==> src/rtl/bin_to_bcd_seq.sv <==
// Sequential binary-to-BCD converter (shift-and-add-3) feeding the 7-segment driver.
// The result is held between conversions, so the display never shows partial digits.
module bin_to_bcd_seq #(
  parameter int BIN_W  = 14,
  parameter int DIGITS = 4
) (
  input  logic                  clk,
  input  logic                  rst,
  input  logic [BIN_W-1:0]      bin,
  input  logic                  start,
  output logic [4*DIGITS-1:0]   bcd,
  output logic                  busy,
  output logic                  done,
  output logic                  ovf
);

  // One guard digit above the output digits keeps oversized inputs out of the low digits.
  localparam int SW = 4*DIGITS + 4;
  localparam int CW = $clog2(BIN_W + 1);

  function automatic int unsigned pow10(input int n);
    int unsigned p;
    p = 32'd1;
    for (int i = 0; i < n; i++) begin
      p = p * 32'd10;
    end
    return p;
  endfunction

  localparam int unsigned MAXV = pow10(DIGITS) - 32'd1;

  function automatic logic [SW-1:0] add3(input logic [SW-1:0] s);
    logic [SW-1:0] r;
    r = s;
    for (int i = 0; i < DIGITS + 1; i++) begin
      if (s[4*i +: 4] >= 4'd5) begin
        r[4*i +: 4] = s[4*i +: 4] + 4'd3;
      end else begin
        r[4*i +: 4] = s[4*i +: 4];
      end
    end
    return r;
  endfunction

  typedef enum logic [1:0] {
    IDLE  = 2'd0,
    SHIFT = 2'd1,
    DONE  = 2'd2
  } state_t;

  state_t               state_r, state_s;
  logic [BIN_W-1:0]     shift_r, shift_s;
  logic [SW-1:0]        scratch_r, scratch_s;
  logic [SW-1:0]        adj_s;
  logic [CW-1:0]        count_r, count_s;
  logic                 ovf_pend_r, ovf_pend_s;
  logic [4*DIGITS-1:0]  bcd_r, bcd_s;
  logic                 busy_r, busy_s;
  logic                 done_r, done_s;
  logic                 ovf_r, ovf_s;

  assign adj_s = add3(scratch_r);

  // State and datapath registers with synchronous reset.
  always_ff @(posedge clk) begin
    if (rst) begin
      state_r    <= IDLE;
      shift_r    <= {BIN_W{1'b0}};
      scratch_r  <= {SW{1'b0}};
      count_r    <= {CW{1'b0}};
      ovf_pend_r <= 1'b0;
      bcd_r      <= {(4*DIGITS){1'b0}};
      busy_r     <= 1'b0;
      done_r     <= 1'b0;
      ovf_r      <= 1'b0;
    end else begin
      state_r    <= state_s;
      shift_r    <= shift_s;
      scratch_r  <= scratch_s;
      count_r    <= count_s;
      ovf_pend_r <= ovf_pend_s;
      bcd_r      <= bcd_s;
      busy_r     <= busy_s;
      done_r     <= done_s;
      ovf_r      <= ovf_s;
    end
  end

  // Next-state and next-output logic.
  always_comb begin
    state_s    = state_r;
    shift_s    = shift_r;
    scratch_s  = scratch_r;
    count_s    = count_r;
    ovf_pend_s = ovf_pend_r;
    bcd_s      = bcd_r;
    busy_s     = busy_r;
    done_s     = 1'b0;
    ovf_s      = ovf_r;
    case (state_r)
      IDLE: begin
        if (start) begin
          shift_s    = bin;
          scratch_s  = {SW{1'b0}};
          count_s    = {CW{1'b0}};
          ovf_pend_s = (32'(bin) > MAXV);
          busy_s     = 1'b1;
          state_s    = SHIFT;
        end else begin
          state_s    = IDLE;
        end
      end
      SHIFT: begin
        // Correction is applied to the current scratch, then the whole pair shifts.
        {scratch_s, shift_s} = {adj_s, shift_r} << 1;
        count_s = count_r + CW'(1);
        if (count_r == CW'(BIN_W - 1)) begin
          state_s = DONE;
        end else begin
          state_s = SHIFT;
        end
      end
      DONE: begin
        if (ovf_pend_r) begin
          bcd_s = {DIGITS{4'h9}};
        end else begin
          bcd_s = scratch_r[4*DIGITS-1:0];
        end
        ovf_s   = ovf_pend_r;
        done_s  = 1'b1;
        busy_s  = 1'b0;
        state_s = IDLE;
      end
      default: begin
        state_s = IDLE;
      end
    endcase
  end

  assign bcd  = bcd_r;
  assign busy = busy_r;
  assign done = done_r;
  assign ovf  = ovf_r;

endmodule

==> config.mk <==
export PLATFORM = sky130hd
export DESIGN_NAME = bin_to_bcd_seq
export DESIGN_NICKNAME = d
export VERILOG_FILES = /design/src/rtl/bin_to_bcd_seq.sv
export SDC_FILE = /design/constraint.sdc
export NUM_CORES = 1
export LEC_CHECK = 0
export ABC_AREA = 1
export CAP_MARGIN = 20
export CORE_UTILIZATION = 44
export CTS_BUF_LIST = sky130_fd_sc_hd__clkbuf_4 sky130_fd_sc_hd__clkbuf_8
export DETAILED_ROUTE_END_ITERATION = 7
export GPL_ROUTABILITY_DRIVEN = 0
export PLACE_DENSITY = 0.77
export SKIP_LAST_GASP = 1
export SLEW_MARGIN = 20
export SYNTH_ARGS = -nofsm -noshare
export SYNTH_HDL_FRONTEND = slang
export SYNTH_SLANG_ARGS = --single-unit
==> constraint.sdc <==
create_clock -name clk -period 1.4 [get_ports clk]
set_input_delay 0.21 -clock clk [delete_from_list [all_inputs] [get_ports clk]]
set_output_delay 0.21 -clock clk [all_outputs]
set_load 0.05 [all_outputs]
## After elaboration in Yosys (flattened, before gate mapping)

Index checks and enable logic that the tools add are counted.

| word-level totals | value |
|---|---|
| output and inout port bits | 19 |
| logic and storage cells | 49 |
| register bits after elaboration | 60 |

| cells by class | value |
|---|---|
| $lt $le $gt $ge | 6 |
| mux-type cells | 18 |
| reductions and logical operators | 6 |
| eq/ne operators | 4 |
| add/subtract/negate cells | 6 |

Operator list:

| cell | number |
|---|---|
| case mux 20 bit (2 select lines) | 1 |
| case mux 14 bit (2 select lines) | 1 |
| >= comparator 4 x 3 -> 1 bit, second input constant | 5 |
| two-way mux 20 bit | 1 |
| two-way mux 4 bit | 5 |
| adder 4 x 2 -> 4 bit, second input constant | 4 |
| two-way mux 16 bit | 1 |
| greater-than comparator 14 bit, second input constant | 1 |
| two-way mux 14 bit | 1 |
| case mux 4 bit (2 select lines) | 1 |
| AND reduction 2 bit | 3 |
| adder 4 x 1 -> 4 bit, second input constant | 1 |
| equality test 4 bit, second input constant | 1 |
| case mux 2 bit (2 select lines) | 1 |
| nonzero test 2 bit | 2 |
| adder 3 x 2 -> 3 bit, second input constant | 1 |
| two-way mux 1 bit | 3 |
| two-way mux 3 bit | 1 |
| equality test 2 x 1 -> 1 bit, second input constant | 1 |
| equality test 2 bit, second input constant | 1 |
| zero test 2 bit | 1 |
| two-way mux 2 bit | 1 |
| != test 2 bit, second input constant | 1 |
| case mux 1 bit (2 select lines) | 1 |

## Longest topological paths before layout

Gate-level depths: netlist of run 1.

| logic depth | value |
|---|---|
| word-level depth | 3 |
| mapped depth | 9 |
| mapped depth without buffers | 9 |

## Least setup slack after synthesis of run 1

Ideal clock, no wire load.

| path | value |
|---|---|
| path type | register -> register |
| start point | reg scratch_r[8] |
| end point | reg scratch_r[12] |
| stages on the path, launching flop included | 10 |
| period minus slack after synthesis | 1.167 ns |
| slack | 0.233 ns |
| path buffers | 0 |
| arrival time | 1.102 ns |
| required time | 1.335 ns |
| cells stage by stage | dfxtp_1 > inv_1 > ha_1 > inv_1 > nand2_1 > nand3_1 > nand2_1 > nor2_1 > nor2_1 > nor2_1 |

| on the way | value |
|---|---|
| longest elaborated chain between the ends | 3 |
| elaborated cells on any way between the ends | 4 |
| those cells by class | 1 x add/sub; 1 x order compare; 2 x mux |

Ends and longest elaborated chain:

| item | RTL line | source |
|---|---|---|
| start: declaration | 53 | `logic [SW-1:0] scratch_r, scratch_s;` |
| start signal: assignment | 69 | `scratch_r <= {SW{1'b0}};` |
| start signal: assignment | 79 | `scratch_r <= scratch_s;` |
| adder 4 x 2 -> 4 bit or >= comparator 4 x 3 -> 1 bit (tied branches) | 37, 36 |  |
| two-way mux 4 bit * | 36 | `if (s[4*i +: 4] >= 4'd5) begin` |
| case mux 20 bit (2 select lines) * | 100 | `case (state_r)` |

Mark *: on every way between the ends. The rest lies on a longest branch, timed or not.
A chain may end at the register's enable or synchronous reset.

## Final worst setup path of run 1

| path | value |
|---|---|
| start point | reg scratch_r[12] |
| end point | reg scratch_r[14] |

Same word-level chain as after synthesis.

==> results.cfg, run 1 <==
[routing]
vias = 2402
wire_per_inst_um = 12.47
finalWirelength_um = 5786
routed_via_density = 5.177
route.antenna.remaining_nets = 0
drtIter0Drc = 125
drc_errors = 0
first_pass_iters = 4

[floorplan]
rows = 27
chipWidth_um = 78.45
dieHeight_um = 78.45
start_util = 0.4613
ioPinCount = 36
dieArea_mm2 = 0.006154
core_area_mm2 = 0.005574

[synth]
synth-seq-cells = 56
syn_area_mm2 = 0.002571
synthCells = 347
synth_enable_flop_cells = 0
synth_nets = 374
netlist_top_cells_count = 104 x nand2_1, 56 x dfxtp_1, 36 x a21oi_1
synth.distinct_cells = 27
synth_most_common_cell = nand2_1
ys_warn_count = 0
synth_top_area_cell = dfxtp_1
netlist.area_leader.share = 0.4360
synth_ff_type = dfxtp_1
synthArstFlopShare = 0
seq_area_frac_synth = 0.4360
syn_avg_cell_area_um2 = 7.410
ys_top_cells_by_area = dfxtp_1 44%, nand2_1 15%, a21oi_1 7.0%

[place]
dpl_cell_area_mm2 = 0.003261
place_inst = 456
preCtsSetupSlack_ns = -0.08313
hpwl_um = 4151
io_buffers = 35

[sta]
finClkSkew_ns = 0.002737
finalHoldViolations = 0
relSlewSlack = 0.7614
fin_hold_ws_ns = 0.4492
post-route-worst-setup-slack_ns = 0.09655
setup_viol = 0
fin_crit_sh = 0.9310
fin_crit_ns = 1.303
worst_slew_pin_slew_ns = 0.3565
drv_slew = 0
rsz0062_at_grt = yes
fmax_mhz = 767.2
finalSetupTns_ns = 0

[cts]
cts_hold_buf = 0
h-tree-depth = 2
clkSinkCount = 56
cts_tree = done
clockBufferDepth = 2
clk_pin_slew_ns = 0.09
cts_buffers = 5
clk_latency_ns = 0.31
root_buffer = clkbuf_8

[global_route]
gr-total-overflow = 0
grt_usage = 0.1995
grt_max_degree = 29
grt_pass1_vias = 2272
grt_pass1_wl_um = 9846
antenna_found_initial = 0

[worst_setup_path]
cp_top_family = flip-flops
slowest_stage = dfxtp_2
cp.arrival_ns = 1.51
critical_path_class = reg2reg
cp_num_buf_inv = 2
required_ns = 1.60
path_cells = inv_1 > ha_1 > inv_1 > nand2_1 > nand3_2 > o211ai_1 > nand2_1
startpoint = scratch_r[12]
cp-start-kind = flop
cp-end-kind = flop
slowest_delay_ns = 0.34
crit_fanout = 4
r2r-start = scratch_r[12]

[pwr]
pwr-share-comb = 0.112
p_int_mw = 2.230
clkPwrFrac = 0.322
switching_share = 0.2462
power.static_leakage_nw = 1.380
power.switching_mw = 0.7284
seq_power_share = 0.566
p_total_mw = 2.959
ir_drop_mv = 0.4620
power.density_mw_per_mm2 = 872.8

[layout]
area_growth_pct = 31.82
post-route-util = 0.6081
final_cells = 464
final_area_mm2 = 0.003390
final_nets = 418
diodes = 0
drive_gt1_frac = 0.1735

[run_status]
status = complete, no violations

[worst_hold_path]
worstHoldStart = bin[0]
hp-class = in2reg

[flow_run]
drv_cap = 0
## cells by family (layout without fill, tap and decap cells)
| logic type | count (synthesis) | in the layout | share of synthesized area |
|---|---|---|---|
| buffers and inverters | 44 | 89 | 0.08126 |
| AO/OA/AOI/OAI | 71 | 71 | 0.1533 |
| AND/OR/NAND/NOR | 166 | 166 | 0.2808 |
| adder cells (fa/ha/maj) | 10 | 10 | 0.04866 |
| flip-flops | 56 | 56 | 0.4360 |
## layout make-up
type / count / area [µm²]
Clock buffer: 8 / 97.59
Fill cell: 511 / 2185
Inverter: 32 / 125.1
Multi-Input combinational cell: 247 / 1264
Sequential cell: 56 / 1130
Tap cell: 72 / 90.09
Timing Repair Buffer: 49 / 683.2
## cells in the final DEF, fill, tap and decap left out, types with 10 or more instances in the layout
master | synthesis | final
clkdlybuf4s50_1 | 0 | 16
inv_1 | 28 | 27
ha_1 | 10 | 10
nand3_1 | 21 | 17
buf_12 | 0 | 22
o21ai_0 | 16 | 16
nor2_1 | 25 | 25
dfxtp_1 | 56 | 49
a21oi_1 | 36 | 36
nand2_1 | 104 | 103
buf_4 | 2 | 11
## worst register-to-register path: stages (launching register included)
cell and delay, ns:
dfxtp_2 0.34, inv_1 0.12, ha_1 0.17, inv_1 0.05, nand2_1 0.12, nand3_2 0.10
o211ai_1 0.22, nand2_1 0.07
## power by group through the flow
stage	combinational (mW)	clock [mW]	sequential (mW)
after floorplan	0.185	0	1.71
after global placement	0.326	0	1.71
after detailed placement	0.331	0	1.71
after CTS	0.331	0.965	1.67
after global routing	0.365	1.02	1.68
final	0.333	0.952	1.67
## state kept, by name, indices dropped and copies added, names as in the netlist
signal      count
bcd            16
scratch_r      16
shift_r        14
count_r         4
state_r         2
busy            1
done            1
ovf             1
ovf_pend_r      1
## metal layers
layer,GRT usage,part of all wire,vias up
li1,-,-,1225
met2,0.3596,0.50,59
met5,0,0,-
met3,0.03488,0.034,8
met1,0.2400,0.45,1110
met4,0.05926,0.012,0
## repair_timing
action	4_1_cts	5_1_grt
setup endpoints to repair	0	13
resized for setup	0	13
buffers inserted	0	0
## final timing paths
check | to | slack, ns | depth (start not counted)
setup / recovery | scratch_r[14] | 0.1 | 7
hold / removal | shift_r[0] | 0.45 | 3
setup reg to reg | scratch_r[14] | 0.1 | 7
hold reg to reg | shift_r[0] | 0.46 | 2
Note: power is estimated with default switching activity, not from simulation.
==> run 2: changes to the inputs <==
--- a/config.mk
+++ b/config.mk
@@ -7,11 +7,12 @@
 export LEC_CHECK = 0
 export ABC_AREA = 1
 export CAP_MARGIN = 20
-export CORE_UTILIZATION = 44
+export CORE_MARGIN = 2
+export CORE_UTILIZATION = 56
 export CTS_BUF_LIST = sky130_fd_sc_hd__clkbuf_4 sky130_fd_sc_hd__clkbuf_8
 export DETAILED_ROUTE_END_ITERATION = 7
 export GPL_ROUTABILITY_DRIVEN = 0
-export PLACE_DENSITY = 0.77
+export PLACE_DENSITY = 0.92
 export SKIP_LAST_GASP = 1
 export SLEW_MARGIN = 20
 export SYNTH_ARGS = -nofsm -noshare
==> run 2 against run 1 <==
Compared with the run above: die area fell by 16%; first-iteration DRC count grew 54%; global-route usage grew 4.9 points; total power fell by 1.8%; final cell count down 4.5%; critical path depth grew 1; sequential share of layout area up 0.68 points; sequential power hardly changed; critical endpoint is now scratch_r[13].
==> results.cfg, run 2 (synthesis gave the netlist of run 1 again) <==
[cts]
cts_tree = done
cts_hold_buf = 0
post-cts-setup-buffer-count = 0
cts_buffers = 5
clk_pin_slew_ns = 0.09
cts.repair.resized = 0
clockBufferDepth = 2
clkSinkCount = 56
root_buffer = clkbuf_8
h-tree-depth = 2
clk_latency_ns = 0.32

[worst_setup_path]
crit_fanout = 4
cp-end-kind = flop
cp.arrival_ns = 1.52
cp-start-kind = flop
critical_path_class = reg2reg
required_ns = 1.61

[sta]
finalSetupTns_ns = 0
drv_slew = 0
relSlewSlack = 0.7727
fin_crit_sh = 0.9364
post-route-worst-setup-slack_ns = 0.08907
finClkSkew_ns = 0.005869
worst_slew_pin_slew_ns = 0.3397
setup_viol = 0
fmax_mhz = 762.8
finalHoldViolations = 0
fin_crit_ns = 1.311

[global_route]
grt_pass1_wl_um = 10080
met2_usage = 0.4280
gr-total-overflow = 0
antenna_found_initial = 0
globalRouteMet1Util = 0.2847
grt_pass1_vias = 2371
grt_usage = 0.2486
use_met3 = 0.05345
top_usage_layer = met2
grt_max_degree = 29

[routing]
drc_errors = 0
vias = 2459
first_pass_iters = 4
wire_per_inst_um = 13.48
routed_via_density = 5.551
drtIter0Drc = 193
finalWirelength_um = 5971
route.antenna.remaining_nets = 0

[pwr]
power.static_leakage_nw = 1.350
ir_drop_mv = 0.6042
power.density_mw_per_mm2 = 874.6
p_total_mw = 2.905

[floorplan]
dieHeight_um = 71.76
rows = 24
chipWidth_um = 71.76
start_util = 0.5865
ioPinCount = 36
dieArea_mm2 = 0.005150
core_area_mm2 = 0.004384

[layout]
mostFrequentLayoutCell = nand2_1
n_fill_cell = 294
drive_gt1_frac = 0.1688
mostFrequentLayoutCells = 103 x nand2_1, 49 x dfxtp_1, 36 x a21oi_1
diodes = 0
final_nets = 417
area_growth_pct = 29.20
final_cells = 443

[flow_run]
drv_cap = 0

[run_status]
status = complete, no violations

[place]
preCtsSetupSlack_ns = -0.09527
io_buffers = 35
hpwl_um = 4269
place_inst = 435

[worst_hold_path]
hp-class = in2reg
## run 2: cell type report
| type | count | area, µm² | area share |
|---|---|---|---|
| clock buffers | 6 | 82.58 | 0.02486 |
| multi-input cells | 247 | 1256 | 0.3782 |
| inverters | 32 | 127.6 | 0.03842 |
| clock inverters | 2 | 10.01 | 0.003013 |
| well taps | 52 | 65.06 | 0.01959 |
| flip-flops and latches | 56 | 1130 | 0.3401 |
| repair buffers | 48 | 650.6 | 0.1959 |
## run 2: through the flow
stage	cell area [µm²]	utilization	hold slack, ns
CTS	3296	0.7517	0.4632
floorplan	2571	-	0.3481
global route	3322	0.7577	0.4875
detailed placement	3203	0.7306	0.4560
finish	3322	0.7577	0.4595
global placement	3203	0.7306	0.4346
## run 2: report_power, final
| part | internal (mW) | leakage, nW | switching, mW | total (mW) |
|---|---|---|---|---|
| Sequential | 1.64 | 0.457 | 0.0392 | 1.68 |
| Clock | 0.396 | 0.0510 | 0.510 | 0.906 |
| Combinational | 0.139 | 0.842 | 0.185 | 0.324 |
| Total | 2.17 | 1.35 | 0.735 | 2.91 |
## run 2: critical path, stage by stage (launching register included)
cell and delay, ns:
dfxtp_1 0.41, inv_1 0.09, ha_1 0.18, inv_1 0.07, nand2_1 0.09, nand3_1 0.13
nand2_1 0.08, nand3_1 0.08, a21oi_1 0.06
## run 2: layer usage
layer / up-vias / wire length [µm]
met5: - / 0
met4: 0 / 197
met3: 20 / 337
met2: 95 / 3031
met1: 1127 / 2405
li1: 1217 / -
## run 2: path summary, 6_finish.rpt
kind              cells after the start             to  slack, ns     startpoint
hold / removal                        3     shift_r[0]       0.46         bin[0]
setup / recovery                      8  scratch_r[13]       0.09  scratch_r[13]
hold reg to reg                       2     shift_r[4]       0.47     shift_r[4]
setup reg to reg                      8  scratch_r[13]       0.09  scratch_r[13]
==> run 3: changes to the inputs <==
--- a/config.mk
+++ b/config.mk
@@ -8,11 +8,12 @@
 export ABC_AREA = 1
 export CAP_MARGIN = 20
 export CORE_MARGIN = 2
-export CORE_UTILIZATION = 56
+export CORE_UTILIZATION = 55
 export CTS_BUF_LIST = sky130_fd_sc_hd__clkbuf_4 sky130_fd_sc_hd__clkbuf_8
+export CTS_CLUSTER_DIAMETER = 120
 export DETAILED_ROUTE_END_ITERATION = 7
 export GPL_ROUTABILITY_DRIVEN = 0
-export PLACE_DENSITY = 0.92
+export PLACE_DENSITY = 0.91
 export SKIP_LAST_GASP = 1
 export SLEW_MARGIN = 20
 export SYNTH_ARGS = -nofsm -noshare
==> run 3 against run 2 <==
Compared with the run above: sequential power about the same; first-iteration DRC count rose by 4.7%; non-clock buffer count grew 1; combinational power is 6.8% higher; die area up 1.7%; via count rose by 1.3%; critical path depth increased by 1; critical path type unchanged.
==> results.cfg, run 3 (synthesis gave the netlist of run 1 again) <==
[layout]
mostFrequentLayoutCell = nand2_1
area_growth_pct = 30.61
diodes = 0
multi_input_area_mm2 = 0.001256
mostFrequentLayoutCells = 104 x nand2_1, 50 x dfxtp_1, 36 x a21oi_1
final_nets = 418
n_fill_cell = 293
drive_gt1_frac = 0.1684
sequential_cell_area_mm2 = 0.001129
final_cells = 444
post-route-util = 0.7608

[worst_setup_path]
crit_fanout = 4
cp.arrival_ns = 1.51
critical_path_class = reg2reg
r2r_slack_ns = 0.09
cp-end-kind = flop
cp_top_family = simple AND/OR/NAND/NOR gates
required_ns = 1.60
cp_num_buf_inv = 2
slowest_delay_ns = 0.35
slowest_stage = dfxtp_2
path_cells = inv_1 > ha_1 > inv_1 > nand2_1 > nand3_2 > nand2_1 > nor2_1 > nor2_1 > nor2_1
crit_top_cell = nor2_1
cp-start-kind = flop

[pwr]
ir_drop_mv = 0.8268
power.density_mw_per_mm2 = 882.5
p_total_mw = 2.964
power.static_leakage_nw = 1.371

[sta]
relSlewSlack = 0.6346
fmax_mhz = 764.0
worst_slew_pin_slew_ns = 0.5475
rsz0062_at_grt = yes
drv_slew = 0
setup_viol = 0
fin_crit_sh = 0.9349
finalHoldViolations = 0
finClkSkew_ns = 0.005790
finalSetupTns_ns = 0
fin_crit_ns = 1.309

[worst_hold_path]
hp-class = reg2reg

[cts]
cts_hold_buf = 0
clockBufferDepth = 2
h-tree-depth = 2
clk_latency_ns = 0.31
cts_tree = done
clk_pin_slew_ns = 0.09
root_buffer = clkbuf_8
clkSinkCount = 56
cts_buffers = 5

[routing]
vias = 2492
wire_per_inst_um = 13.66
finalWirelength_um = 6065
drtIter0Drc = 202
routed_via_density = 5.613
drc_errors = 0
route.antenna.remaining_nets = 0
first_pass_iters = 5

[run_status]
status = complete, no violations

[place]
io_buffers = 35
hpwl_um = 4215
place_inst = 435

[global_route]
grt_pass1_wl_um = 9984
grt_usage = 0.2378
grt_max_degree = 27
gr-total-overflow = 0
antenna_found_initial = 0
grt_pass1_vias = 2354

[floorplan]
chipWidth_um = 72.38
dieArea_mm2 = 0.005238
rows = 24
core_area_mm2 = 0.004414
ioPinCount = 36
dieHeight_um = 72.38
start_util = 0.5825

[flow_run]
drv_cap = 0
-- run 3: cell types whose count changed in the layout (fill, tap and decap cells not counted), moves of 2 or more --
| cell | before | now |
|---|---|---|
| buf_12 | 20 | 22 |
| clkbuf_4 | 0 | 2 |
| clkinv_2 | 2 | 0 |
| inv_4 | 1 | 3 |
-- run 3: path summary, 6_finish.rpt --
path           startpoint  cells past startpoint            to
max          scratch_r[5]                      9  scratch_r[8]
min            shift_r[0]                      2    shift_r[0]
max reg2reg  scratch_r[5]                      9  scratch_r[8]
min reg2reg    shift_r[0]                      2    shift_r[0]
-- run 3: stage by stage --
stage | area [µm²] | hold slack (ns) | setup WS, ns
floorplan | 2571 | 0.3481 | 0.2334
global placement | 3216 | 0.4322 | -0.1188
detailed placement | 3216 | 0.4419 | -0.1389
CTS | 3313 | 0.4600 | 0.02308
global route | 3358 | 0.4785 | -0.03904
finish | 3358 | 0.4585 | 0.09118
-- run 3: layout make-up --
cell class / count / share of cell area
Clock buffer: 8 / 0.02906
Inverter: 32 / 0.03800
Multi-Input combinational cell: 247 / 0.3741
Sequential cell: 56 / 0.3361
Tap cell: 52 / 0.01937
Timing Repair Buffer: 49 / 0.2034
-- run 3: layer usage --
metal / track usage / share of wire
met5: 0 / 0
met4: 0.08436 / 0.015
met3: 0.04306 / 0.063
met2: 0.4414 / 0.52
met1: 0.2714 / 0.40
-- run 3: report_power, final --
group	internal [mW]	leakage [nW]	switching (mW)	total (mW)
Sequential	1.64	0.457	0.0363	1.67
Combinational	0.154	0.862	0.192	0.346
Clock	0.444	0.0523	0.502	0.946
-- run 3: worst reg2reg max path: stages (launching register included) --
cell,delay (ns)
dfxtp_2,0.35
inv_1,0.12
ha_1,0.20
inv_1,0.05
nand2_1,0.12
nand3_2,0.11
nand2_1,0.08
nor2_1,0.05
nor2_1,0.09
nor2_1,0.05
-- run 3: repair_timing --
item | CTS | global route
setup endpoints to repair | 0 | 15
gates resized for setup | 0 | 13
setup buffers | 0 | 1
